[src/rtl/uart_lcd_pkg.sv]
`default_nettype none
// ============================================================================
// Package     : uart_lcd_pkg
// Description : Shared types and constants for the UART-to-LCD line assembler.
//               Holds the FSM state type, the byte classification type, the
//               control-character codes and the byte classifier.
// Revision    : 1.0  initial release
// ============================================================================
package uart_lcd_pkg;

    typedef enum logic [1:0] {
        IDLE   = 2'd0,
        DECODE = 2'd1,
        UPDATE = 2'd2
    } state_t;

    typedef enum logic [2:0] {
        CL_IGNORE = 3'd0,
        CL_PRINT  = 3'd1,
        CL_CR     = 3'd2,
        CL_LF     = 3'd3,
        CL_BS     = 3'd4,
        CL_FF     = 3'd5
    } byte_class_t;

    localparam logic [7:0] CH_CR             = 8'h0D;
    localparam logic [7:0] CH_LF             = 8'h0A;
    localparam logic [7:0] CH_BS             = 8'h08;
    localparam logic [7:0] CH_FF             = 8'h0C;
    localparam logic [7:0] CH_PRINT_LO       = 8'h20;
    localparam logic [7:0] CH_PRINT_HI       = 8'h7E;
    localparam logic [7:0] DEFAULT_FILL_CHAR = 8'h20;

    function automatic byte_class_t classify(input logic [7:0] b);
        byte_class_t cls;
        cls = CL_IGNORE;
        if (b >= CH_PRINT_LO && b <= CH_PRINT_HI) begin
            cls = CL_PRINT;
        end else begin
            case (b)
                CH_CR:   cls = CL_CR;
                CH_LF:   cls = CL_LF;
                CH_BS:   cls = CL_BS;
                CH_FF:   cls = CL_FF;
                default: cls = CL_IGNORE;
            endcase
        end
        return cls;
    endfunction

endpackage
`default_nettype wire

[src/rtl/uart_line_assembler_neg_edge_detect.sv]
`default_nettype none
// ============================================================================
// Module      : neg_edge_detect
// Description : Registers a level and flags its falling edge combinationally.
//               fall_o is high in the cycle where the previous sample was 1
//               and the current input is 0.
// Ports       : clk    - clock
//               rst_n  - synchronous active-low reset (history cleared to 0)
//               sig_i  - level to watch
//               fall_o - falling-edge pulse
// Revision    : 1.0  initial release
// ============================================================================
module neg_edge_detect (
    input  logic clk,
    input  logic rst_n,
    input  logic sig_i,
    output logic fall_o
);

    logic sig_q;

    always_ff @(posedge clk) begin
        if (!rst_n) begin
            sig_q <= 1'b0;
        end else begin
            sig_q <= sig_i;
        end
    end

    assign fall_o = sig_q & ~sig_i;

endmodule
`default_nettype wire

[src/rtl/uart_line_assembler.sv]
`default_nettype none
// ============================================================================
// Module      : uart_line_assembler
// Description : Turns the UART receive byte stream into two LCD line images.
//               Tracks the cursor, handles CR/LF/BS/FF, wraps from line 1 to
//               line 2 and scrolls line 2 up when writing past the end.
//               Optional echo of accepted bytes is enabled by defining the
//               ECHO_EN macro (ECHO_HOLD exists only in that build).
// Ports       : clk          - system clock
//               rst_n        - synchronous active-low reset
//               rx_data      - received byte, valid on rx_int falling edge
//               rx_int       - receiver busy; falling edge = byte complete
//               clear        - synchronous clear of lines/cursor/overrun
//               line1_buffer - top line, char 0 in the MSB byte
//               line2_buffer - bottom line, same layout
//               cursor_pos   - 0..LINE_CHARS-1 line 1, above that line 2
//               overrun      - sticky: byte completed while still busy
//               echo_data    - last echoed byte (0 without ECHO_EN)
//               echo_int     - echo strobe, falling edge starts tx
// Revision    : 1.0  initial release
// ============================================================================
module uart_line_assembler
    import uart_lcd_pkg::*;
#(
`ifdef ECHO_EN
    parameter int         ECHO_HOLD  = 2,
`endif
    parameter int         LINE_CHARS = 16,
    parameter logic [7:0] FILL_CHAR  = DEFAULT_FILL_CHAR
) (
    input  logic                              clk,
    input  logic                              rst_n,
    input  logic [7:0]                        rx_data,
    input  logic                              rx_int,
    input  logic                              clear,
    output logic [LINE_CHARS*8-1:0]           line1_buffer,
    output logic [LINE_CHARS*8-1:0]           line2_buffer,
    output logic [$clog2(2*LINE_CHARS)-1:0]   cursor_pos,
    output logic                              overrun,
    output logic [7:0]                        echo_data,
    output logic                              echo_int
);

    localparam int              BW        = LINE_CHARS * 8;
    localparam int              NCH       = 2 * LINE_CHARS;
    localparam int              CW        = $clog2(NCH);
    localparam logic [BW-1:0]   FILL_LINE = {LINE_CHARS{FILL_CHAR}};
    localparam logic [CW-1:0]   C_LINE2   = CW'(LINE_CHARS);
    localparam logic [CW-1:0]   C_LAST    = CW'(NCH - 1);

    state_t         state_q, state_d;
    byte_class_t    class_q, class_d;
    logic [7:0]     byte_q, byte_d;
    logic [BW-1:0]  line1_q, line1_d;
    logic [BW-1:0]  line2_q, line2_d;
    logic [CW-1:0]  cursor_q, cursor_d;
    logic           overrun_q, overrun_d;
    logic [2*BW-1:0] screen;
    logic           fall;

    neg_edge_detect u_rx_fall (
        .clk    (clk),
        .rst_n  (rst_n),
        .sig_i  (rx_int),
        .fall_o (fall)
    );

    always_ff @(posedge clk) begin
        if (!rst_n) begin
            state_q   <= IDLE;
            class_q   <= CL_IGNORE;
            byte_q    <= 8'h00;
            line1_q   <= FILL_LINE;
            line2_q   <= FILL_LINE;
            cursor_q  <= '0;
            overrun_q <= 1'b0;
        end else begin
            state_q   <= state_d;
            class_q   <= class_d;
            byte_q    <= byte_d;
            line1_q   <= line1_d;
            line2_q   <= line2_d;
            cursor_q  <= cursor_d;
            overrun_q <= overrun_d;
        end
    end

    always_comb begin
        state_d   = state_q;
        class_d   = class_q;
        byte_d    = byte_q;
        line1_d   = line1_q;
        line2_d   = line2_q;
        cursor_d  = cursor_q;
        overrun_d = overrun_q;
        // Both lines viewed as one 2*LINE_CHARS character strip so the cursor
        // indexes straight into it.
        screen    = {line1_q, line2_q};

        if (clear) begin
            // Aborts any in-flight byte; a fall in this cycle is discarded.
            state_d   = IDLE;
            line1_d   = FILL_LINE;
            line2_d   = FILL_LINE;
            cursor_d  = '0;
            overrun_d = 1'b0;
        end else begin
            if (fall && state_q != IDLE) begin
                overrun_d = 1'b1;
            end
            case (state_q)
                IDLE: begin
                    if (fall) begin
                        byte_d  = rx_data;
                        state_d = DECODE;
                    end
                end
                DECODE: begin
                    class_d = classify(byte_q);
                    state_d = UPDATE;
                end
                UPDATE: begin
                    state_d = IDLE;
                    case (class_q)
                        CL_PRINT: begin
                            for (int k = 0; k < NCH; k++) begin
                                if (CW'(k) == cursor_q) screen[(NCH-1-k)*8 +: 8] = byte_q;
                            end
                            if (cursor_q == C_LAST) begin
                                // Last char of line 2 was just written, so it
                                // moves up with the rest of line 2.
                                line1_d  = screen[BW-1:0];
                                line2_d  = FILL_LINE;
                                cursor_d = C_LINE2;
                            end else begin
                                line1_d  = screen[2*BW-1:BW];
                                line2_d  = screen[BW-1:0];
                                cursor_d = cursor_q + CW'(1);
                            end
                        end
                        CL_CR: begin
                            cursor_d = (cursor_q < C_LINE2) ? '0 : C_LINE2;
                        end
                        CL_LF: begin
                            if (cursor_q < C_LINE2) begin
                                cursor_d = cursor_q + C_LINE2;
                            end else begin
                                line1_d = line2_q;
                                line2_d = FILL_LINE;
                            end
                        end
                        CL_BS: begin
                            if (cursor_q != '0) begin
                                cursor_d = cursor_q - CW'(1);
                                for (int k = 0; k < NCH; k++) begin
                                    if (CW'(k) == cursor_q - CW'(1)) screen[(NCH-1-k)*8 +: 8] = FILL_CHAR;
                                end
                                line1_d = screen[2*BW-1:BW];
                                line2_d = screen[BW-1:0];
                            end
                        end
                        CL_FF: begin
                            line1_d  = FILL_LINE;
                            line2_d  = FILL_LINE;
                            cursor_d = '0;
                        end
                        default: begin
                        end
                    endcase
                end
                default: state_d = IDLE;
            endcase
        end
    end

    assign line1_buffer = line1_q;
    assign line2_buffer = line2_q;
    assign cursor_pos   = cursor_q;
    assign overrun      = overrun_q;

`ifdef ECHO_EN
    localparam int HW = $clog2(ECHO_HOLD + 1);

    logic           echo_load;
    logic [HW-1:0]  hold_q;
    logic [7:0]     echo_data_q;
    logic           echo_int_q;

    // Same condition under which UPDATE commits a non-ignored byte.
    assign echo_load = (state_q == UPDATE) && !clear && (class_q != CL_IGNORE);

    always_ff @(posedge clk) begin
        if (!rst_n) begin
            hold_q      <= '0;
            echo_data_q <= 8'h00;
            echo_int_q  <= 1'b0;
        end else if (echo_load) begin
            // A new echo restarts the hold window with the new byte.
            echo_data_q <= byte_q;
            echo_int_q  <= 1'b1;
            hold_q      <= HW'(ECHO_HOLD - 1);
        end else if (echo_int_q) begin
            if (hold_q == '0) begin
                echo_int_q <= 1'b0;
            end else begin
                hold_q <= hold_q - HW'(1);
            end
        end
    end

    assign echo_data = echo_data_q;
    assign echo_int  = echo_int_q;
`else
    assign echo_data = 8'h00;
    assign echo_int  = 1'b0;
`endif

endmodule
`default_nettype wire

[config.mk]
export PLATFORM = sky130hd
export DESIGN_NAME = uart_line_assembler
export DESIGN_NICKNAME = d
export VERILOG_FILES = /design/src/rtl/uart_lcd_pkg.sv /design/src/rtl/uart_line_assembler_neg_edge_detect.sv /design/src/rtl/uart_line_assembler.sv
export SDC_FILE = /design/constraint.sdc
export NUM_CORES = 1
export LEC_CHECK = 0
export BUFFER_PORTS_ARGS = -buffer_cell sky130_fd_sc_hd__clkbuf_2
export CORE_MARGIN = 2
export CORE_UTILIZATION = 54
export CTS_BUF_LIST = sky130_fd_sc_hd__clkbuf_16
export DETAILED_ROUTE_END_ITERATION = 7
export PLACE_DENSITY = 0.91
export SYNTH_ARGS = -nofsm -noshare
export SYNTH_HDL_FRONTEND = slang
export SYNTH_SLANG_ARGS = --single-unit
[constraint.sdc]
create_clock -name clk -period 2.8 [get_ports clk]
set_input_delay 0.28 -clock clk [delete_from_list [all_inputs] [get_ports clk]]
set_output_delay 0.28 -clock clk [all_outputs]
set_load 0.02 [all_outputs]
==> results of run 1 <==
## final cells by class
class | count | area (um^2)
repair buffers | 355 | 2020
inverters | 16 | 60.1
flip-flops and latches | 276 | 5530
clock buffers | 27 | 676
multi-input cells | 951 | 6010
well taps | 280 | 350
clock inverters | 19 | 148
fillers | 1760 | 7170
## cell usage in the layout (no fill, tap or decap), types with 38 or more instances in the layout
cell type and instances:
nand2_1 146, clkbuf_2 273, a22oi_1 38, dfxtp_1 276, o21ai_0 125, a21oi_1 60
buf_4 75, mux2i_1 51, nand3_1 55, nor2_1 85
## registers in the layout, indices dropped and copies added, names as in the netlist
| register | cells |
|---|---|
| line1_buffer | 128 |
| line2_buffer | 128 |
| byte_q | 8 |
| cursor_pos | 5 |
| class_q | 3 |
| state_q | 2 |
| overrun | 1 |
| u_rx_fall.sig_q | 1 |
## metrics by stage
step | utilization (%) | instance area [um^2] | setup slack (ns)
after floorplan | - | 12200 | 0.182
after global placement | 63.3 | 13900 | 0.201
after detailed placement | 63.3 | 13900 | 0.0327
after CTS | 67.3 | 14800 | 0.0322
after global routing | 67.3 | 14800 | 0.00126
final | 67.3 | 14800 | 0.119
## Yosys cell counts, drive strengths merged, types with 10 or more instances
cell / instances
o211ai: 11
nand2b: 10
o21ai: 161
a21oi: 64
dfxtp: 276
a211oi: 32
mux2i: 51
nor2b: 24
a31oi: 15
a32o: 21
buf: 69
a22oi: 38
nor2: 90
nand3: 60
clkbuf: 55
inv: 15
o32a: 10
nand2: 151
and2: 20
o2bb2ai: 26
o32ai: 29
a22o: 19
nor3: 28
## what timing repair did
item | 4_1_cts | 5_1_grt
hold endpoints to repair | 5 | 0
setup endpoints to repair | 1 | 9
resized for setup | 1 | 2
hold buffers | 5 | 0
## logic make-up after synthesis
family                     after synthesis  share of synthesized area, %
adders and majority gates                5                         0.515
DFF                                    276                          45.5
and+or+nand+nor                        420                          17.1
other                                    1                        0.0309
buffers and inverters                  140                          5.63
xor gates and xnor gates                 4                         0.288
muxes                                   52                          4.29
AOI/OAI and AO/OA                      461                          26.7
## critical path, cell delays in order, from the launching register on
cell	delay, ns
dfxtp_1	0.45
inv_1	0.14
ha_1	0.31
buf_4	0.21
nand2b_1	0.16
o21ai_1	0.21
and2_1	0.26
nand2_1	0.07
a221o_1	0.43
a32o_1	0.31
## final timing paths
check,from,depth (start not counted),end
worst min register to register,line1_buffer[71]$_SDFFE_PP0P_,2,line1_buffer[71]$_SDFFE_PP0P_
worst min-delay path,rx_data[6],3,byte_q[6]$_SDFFE_PN0P_
worst max-delay path,cursor_pos[1]$_SDFFE_PP0P_,9,line2_buffer[18]$_SDFFE_PP0P_
worst max register to register,cursor_pos[1]$_SDFFE_PP0P_,9,line2_buffer[18]$_SDFFE_PP0P_
## per-layer routing
layer	global-route usage (%)	part of all wire [%]	up-vias
li1	-	-	5493
met1	41.8	38	5805
met2	56.4	46	880
met3	6.34	11	168
met4	16.6	5.1	0
met5	0	0	-
## power by group
part | switching, mW | total [mW] | internal (mW)
sequential | 0.0128 | 3.94 | 3.93
clock | 1.53 | 3.46 | 1.93
combinational | 0.134 | 0.181 | 0.0474
total | 1.67 | 7.58 | 5.91
==> impl_results.md, run 1 <==
- Setup crit end kind: register
- Die Footprint: 23700 um^2
- Core ar.: 22000 um^2
- Worst hold slack: 0.00967 ns
- Crit Path Category: register to register
- Period utilization: 95.8%
- GRT Total Usage: 33.7%
- CTS Buf Count: 27
- Post-synth EDFFs: 0
- Worst vdd ir: 436 uV
- Endpoints failing hold: 0
- Yosys reg bits: 276
- Max_cap viols: 0
- Area growth syn-to-layout: 21.7%
- Setup TNS Final: 0 ns
- FFs w/ async S/R, synth: 0%
- Mean Syn Cell Area: 8.94 um^2
- Ys Warns: 0
- Max H-tree Level: 1
- Final Setup Violations: 0
- DRC: 0
- Vias in the first global route: 11.6k
- Synth unique cells: 80
- Drt pass-1 iters: 6
- Latest clock arrival within the worst-skew pair: 0.55 ns
- Largest area contributor in the netlist: dfxtp_1
- Class of the worst hold path: input port to register
- CP Data Arrival Time: 3.11 ns
- Detailed Route WL: 41.9 mm
- DR iter-0 viols: 1502
- DP HPWL: 29.6 mm
- RSZ-0062 raised after global routing: false
- Max Clk Rate: 373 MHz
- Setup bufs post-CTS: 0
- IO Port Bufs: 273
- Placement Rows: 54
- DR vias: 12.3k
- Die Width: 154 um
- P_leak: 5.84 nW
- Placed Cells incl. Taps: 1873
- Worst Setup Start Kind: register
- WL/cell: 21.8 um
- Mapped cell area: 12200 um^2
- Worst slew pin tran: 1.33 ns
- Antenna violations before repair: 0
- Layout cells sized above 1: 27.7%
- Reg clk slew, reported paths: 0.06 ns
- Part of the Yosys area used for sequential elements: 45.5%
- Number of diodes: 0
- Outcome: finished clean
- Starting Density: 55.3%
- Vias per inst: 6.42
- Final Non-Filler Cells: 1924
- CTS tree: yes
- Share of the synthesized area in the top cell type: 45.5%
- Routability cong.: 0.973
- GRT overflow: 0
- Io pins: 283
- Total clock sinks: 276
- CP required: 3.23 ns
- Reg2Reg Setup Slack: 0.12 ns
- Pwr Density: 513 nW/um^2
- Global-route wire length before repair: 64.2 mm
- Routed Antenna Nets: 0
- CTS root buf: clkbuf_16
- Max Buffers Root-to-Sink: 3
- Worst Path Max Fanout: 9
- Slew HR: 10.5%
- Final #Nets: 1644
- Synth area leaders: dfxtp_1 (45%), o21ai_0 (5.2%), nand2_1 (4.5%)
- Period minus WS final: 2.68 ns
- Largest net degree at the start of global routing: 96
- Die span in y: 154 um
- Clock Skew: 0.0144 ns
- Synth Instances: 1359
- Total power draw: 7.58 mW
- Main synth FF type: dfxtp_1
- Fin. max-slew vios: 0
(Power assumes the default switching activity.)
==> run 2: changes to the inputs <==
==> constraint.sdc (replaced) <==
create_clock -name clk -period 2.55 [get_ports clk]
set_input_delay 0.255 -clock clk [delete_from_list [all_inputs] [get_ports clk]]
set_output_delay 0.255 -clock clk [all_outputs]
set_load 0.02 [all_outputs]
==> impl_results.md, run 2 (same netlist as run 1, synthesis figures left out) <==
- Outcome: finished clean
- Slew HR: 48.4%
- Drt pass-1 iters: 7
- Design area: 15000 um^2
- WL/cell: 21.7 um
- CTS Buf Count: 26
- Post-DP Area: 14000 um^2
- Routability cong.: 0.969
- Die Width: 154 um
- CTS tree: yes
- Pwr Density: 553 nW/um^2
- Vias per inst: 6.33
- Most frequent cells in the layout: dfxtp_1 (273), clkbuf_2 (273), nand2_1 (146)
- Max H-tree Level: 1
- Max Clk Rate: 400 MHz
- Vias in the first global route: 11.4k
- Slowest-stage cell, CP: nor3_1
- CP Data Arrival Time: 2.92 ns
- Fin. max-slew vios: 0
- Crit-path cells: inv_1 > ha_4 > or2_2 > o211ai_1 > a21oi_1 > nor3_1 > nor2_1 > o2bb2ai_1
- P_leak: 5.91 nW
- Endpoints failing hold: 0
- Period utilization: 98.1%
- Starting Density: 55.3%
- Met3 wire length: 4.78 mm
- Routed Antenna Nets: 0
- Core ar.: 22000 um^2
- Total clock sinks: 276
- Class of the worst hold path: input port to register
- Clock Skew: 0.0137 ns
- Period minus WS final: 2.50 ns
- Io pins: 283
- DR iter-0 viols: 1562
- Fin util: 68.2%
- Number of diodes: 0
- Worst slew pin tran: 0.773 ns
- GRT overflow: 0
- Max Buffers Root-to-Sink: 3
- RSZ-0062 raised after global routing: false
- Latest clock arrival within the worst-skew pair: 0.54 ns
- Max_cap viols: 0
- Met2 wire len: 19.2 mm
- Antenna violations before repair: 0
- Layout cells sized above 1: 28.9%
- Worst Setup Start Kind: register
- Setup crit end kind: register
- CP required: 2.97 ns
- Placement Rows: 54
- WL met1: 15.6 mm
- DP HPWL: 29.6 mm
- Global-route wire length before repair: 64.4 mm
- Pre-CTS worst setup slack: -0.0508 ns
- Detailed Route WL: 42.1 mm
- IO Port Bufs: 273
- Largest net degree at the start of global routing: 118
- Reg2Reg Setup Slack: 0.05 ns
- Die Footprint: 23700 um^2
- Reg clk slew, reported paths: 0.07 ns
- DRC: 0
- GRT Total Usage: 34.0%
- Area growth syn-to-layout: 23.3%
- CTS root buf: clkbuf_16
- Top layer in use: met4
- Worst vdd ir: 556 uV
- Final WS setup: 0.0493 ns
- DR vias: 12.3k
- Crit-path max cell delay: 0.41 ns
- Final Setup Violations: 0
- Crit Path Category: register to register
- Total power draw: 8.28 mW
- Final #Nets: 1661
- Worst Path Max Fanout: 11
- Die span in y: 154 um
-- run 2: cell types whose count changed in the layout (fill, tap and decap cells not counted), sizes merged --
cell | previous run | this run
clkbuf | 300 | 299
buf | 77 | 92
clkinvlp | 0 | 5
clkinv | 11 | 13
dlygate4sd3 | 5 | 8
inv | 22 | 17
-- run 2: critical path, delay by kind of cell (launching register included) --
| family | cells | cell delay [ns] |
|---|---|---|
| AOI/OAI and AO/OA | 3 | 0.76 |
| adders and majority gates | 1 | 0.22 |
| buffers and inverters | 1 | 0.12 |
| DFF | 1 | 0.37 |
| and+or+nand+nor | 3 | 0.92 |
-- run 2: power by group --
group / switching, mW / internal [mW]
Clock: 1.68 / 2.07
Combinational: 0.149 / 0.0588
Sequential: 0.0113 / 4.31
-- run 2: metal layers --
metal / global-route usage [%] / vias to the layer above
met5: 0 / -
met4: 17.9 / 0
met3: 7.72 / 172
met2: 54.9 / 850
met1: 42.4 / 5755
li1: - / 5526
-- run 2: final cells by class --
type	instances	area, um^2
clock buffers	26	651
clock inverters	21	169
fillers	1654	6980
inverters	16	60.1
multi-input cells	951	6040
flip-flops and latches	276	5530
well taps	280	350
repair buffers	373	2180
-- run 2: metrics by stage --
step / instances / hold slack (ns) / setup TNS (ns)
after CTS: 1941 / 0.00546 / 0
after detailed placement: 1886 / 0.452 / -0.541
after global routing: 1943 / 0.0193 / 0
after floorplan: 1367 / 0.377 / 0
after global placement: 1886 / 0.440 / -0.117
final: 1943 / 0.0140 / 0
-- run 2: worst paths after layout --
check | start | end | depth (start not counted)
worst max register to register | cursor_pos[0]$_SDFFE_PP0P_ | line2_buffer[48]$_SDFFE_PP0P_ | 8
worst min register to register | line1_buffer[123]$_SDFFE_PP0P_ | line1_buffer[123]$_SDFFE_PP0P_ | 2
worst min-delay path | rx_data[3] | byte_q[3]$_SDFFE_PN0P_ | 3
worst max-delay path | cursor_pos[0]$_SDFFE_PP0P_ | line2_buffer[48]$_SDFFE_PP0P_ | 8
-- run 2: what timing repair did --
action | 4_1_cts | 5_1_grt
pin swaps | 0 | 1
hold buffers | 8 | 0
buffers inserted | 0 | 2
gates resized for setup | 1 | 12
endpoints found under the setup margin | 44 | 82
hold endpoints to repair | 8 | 0
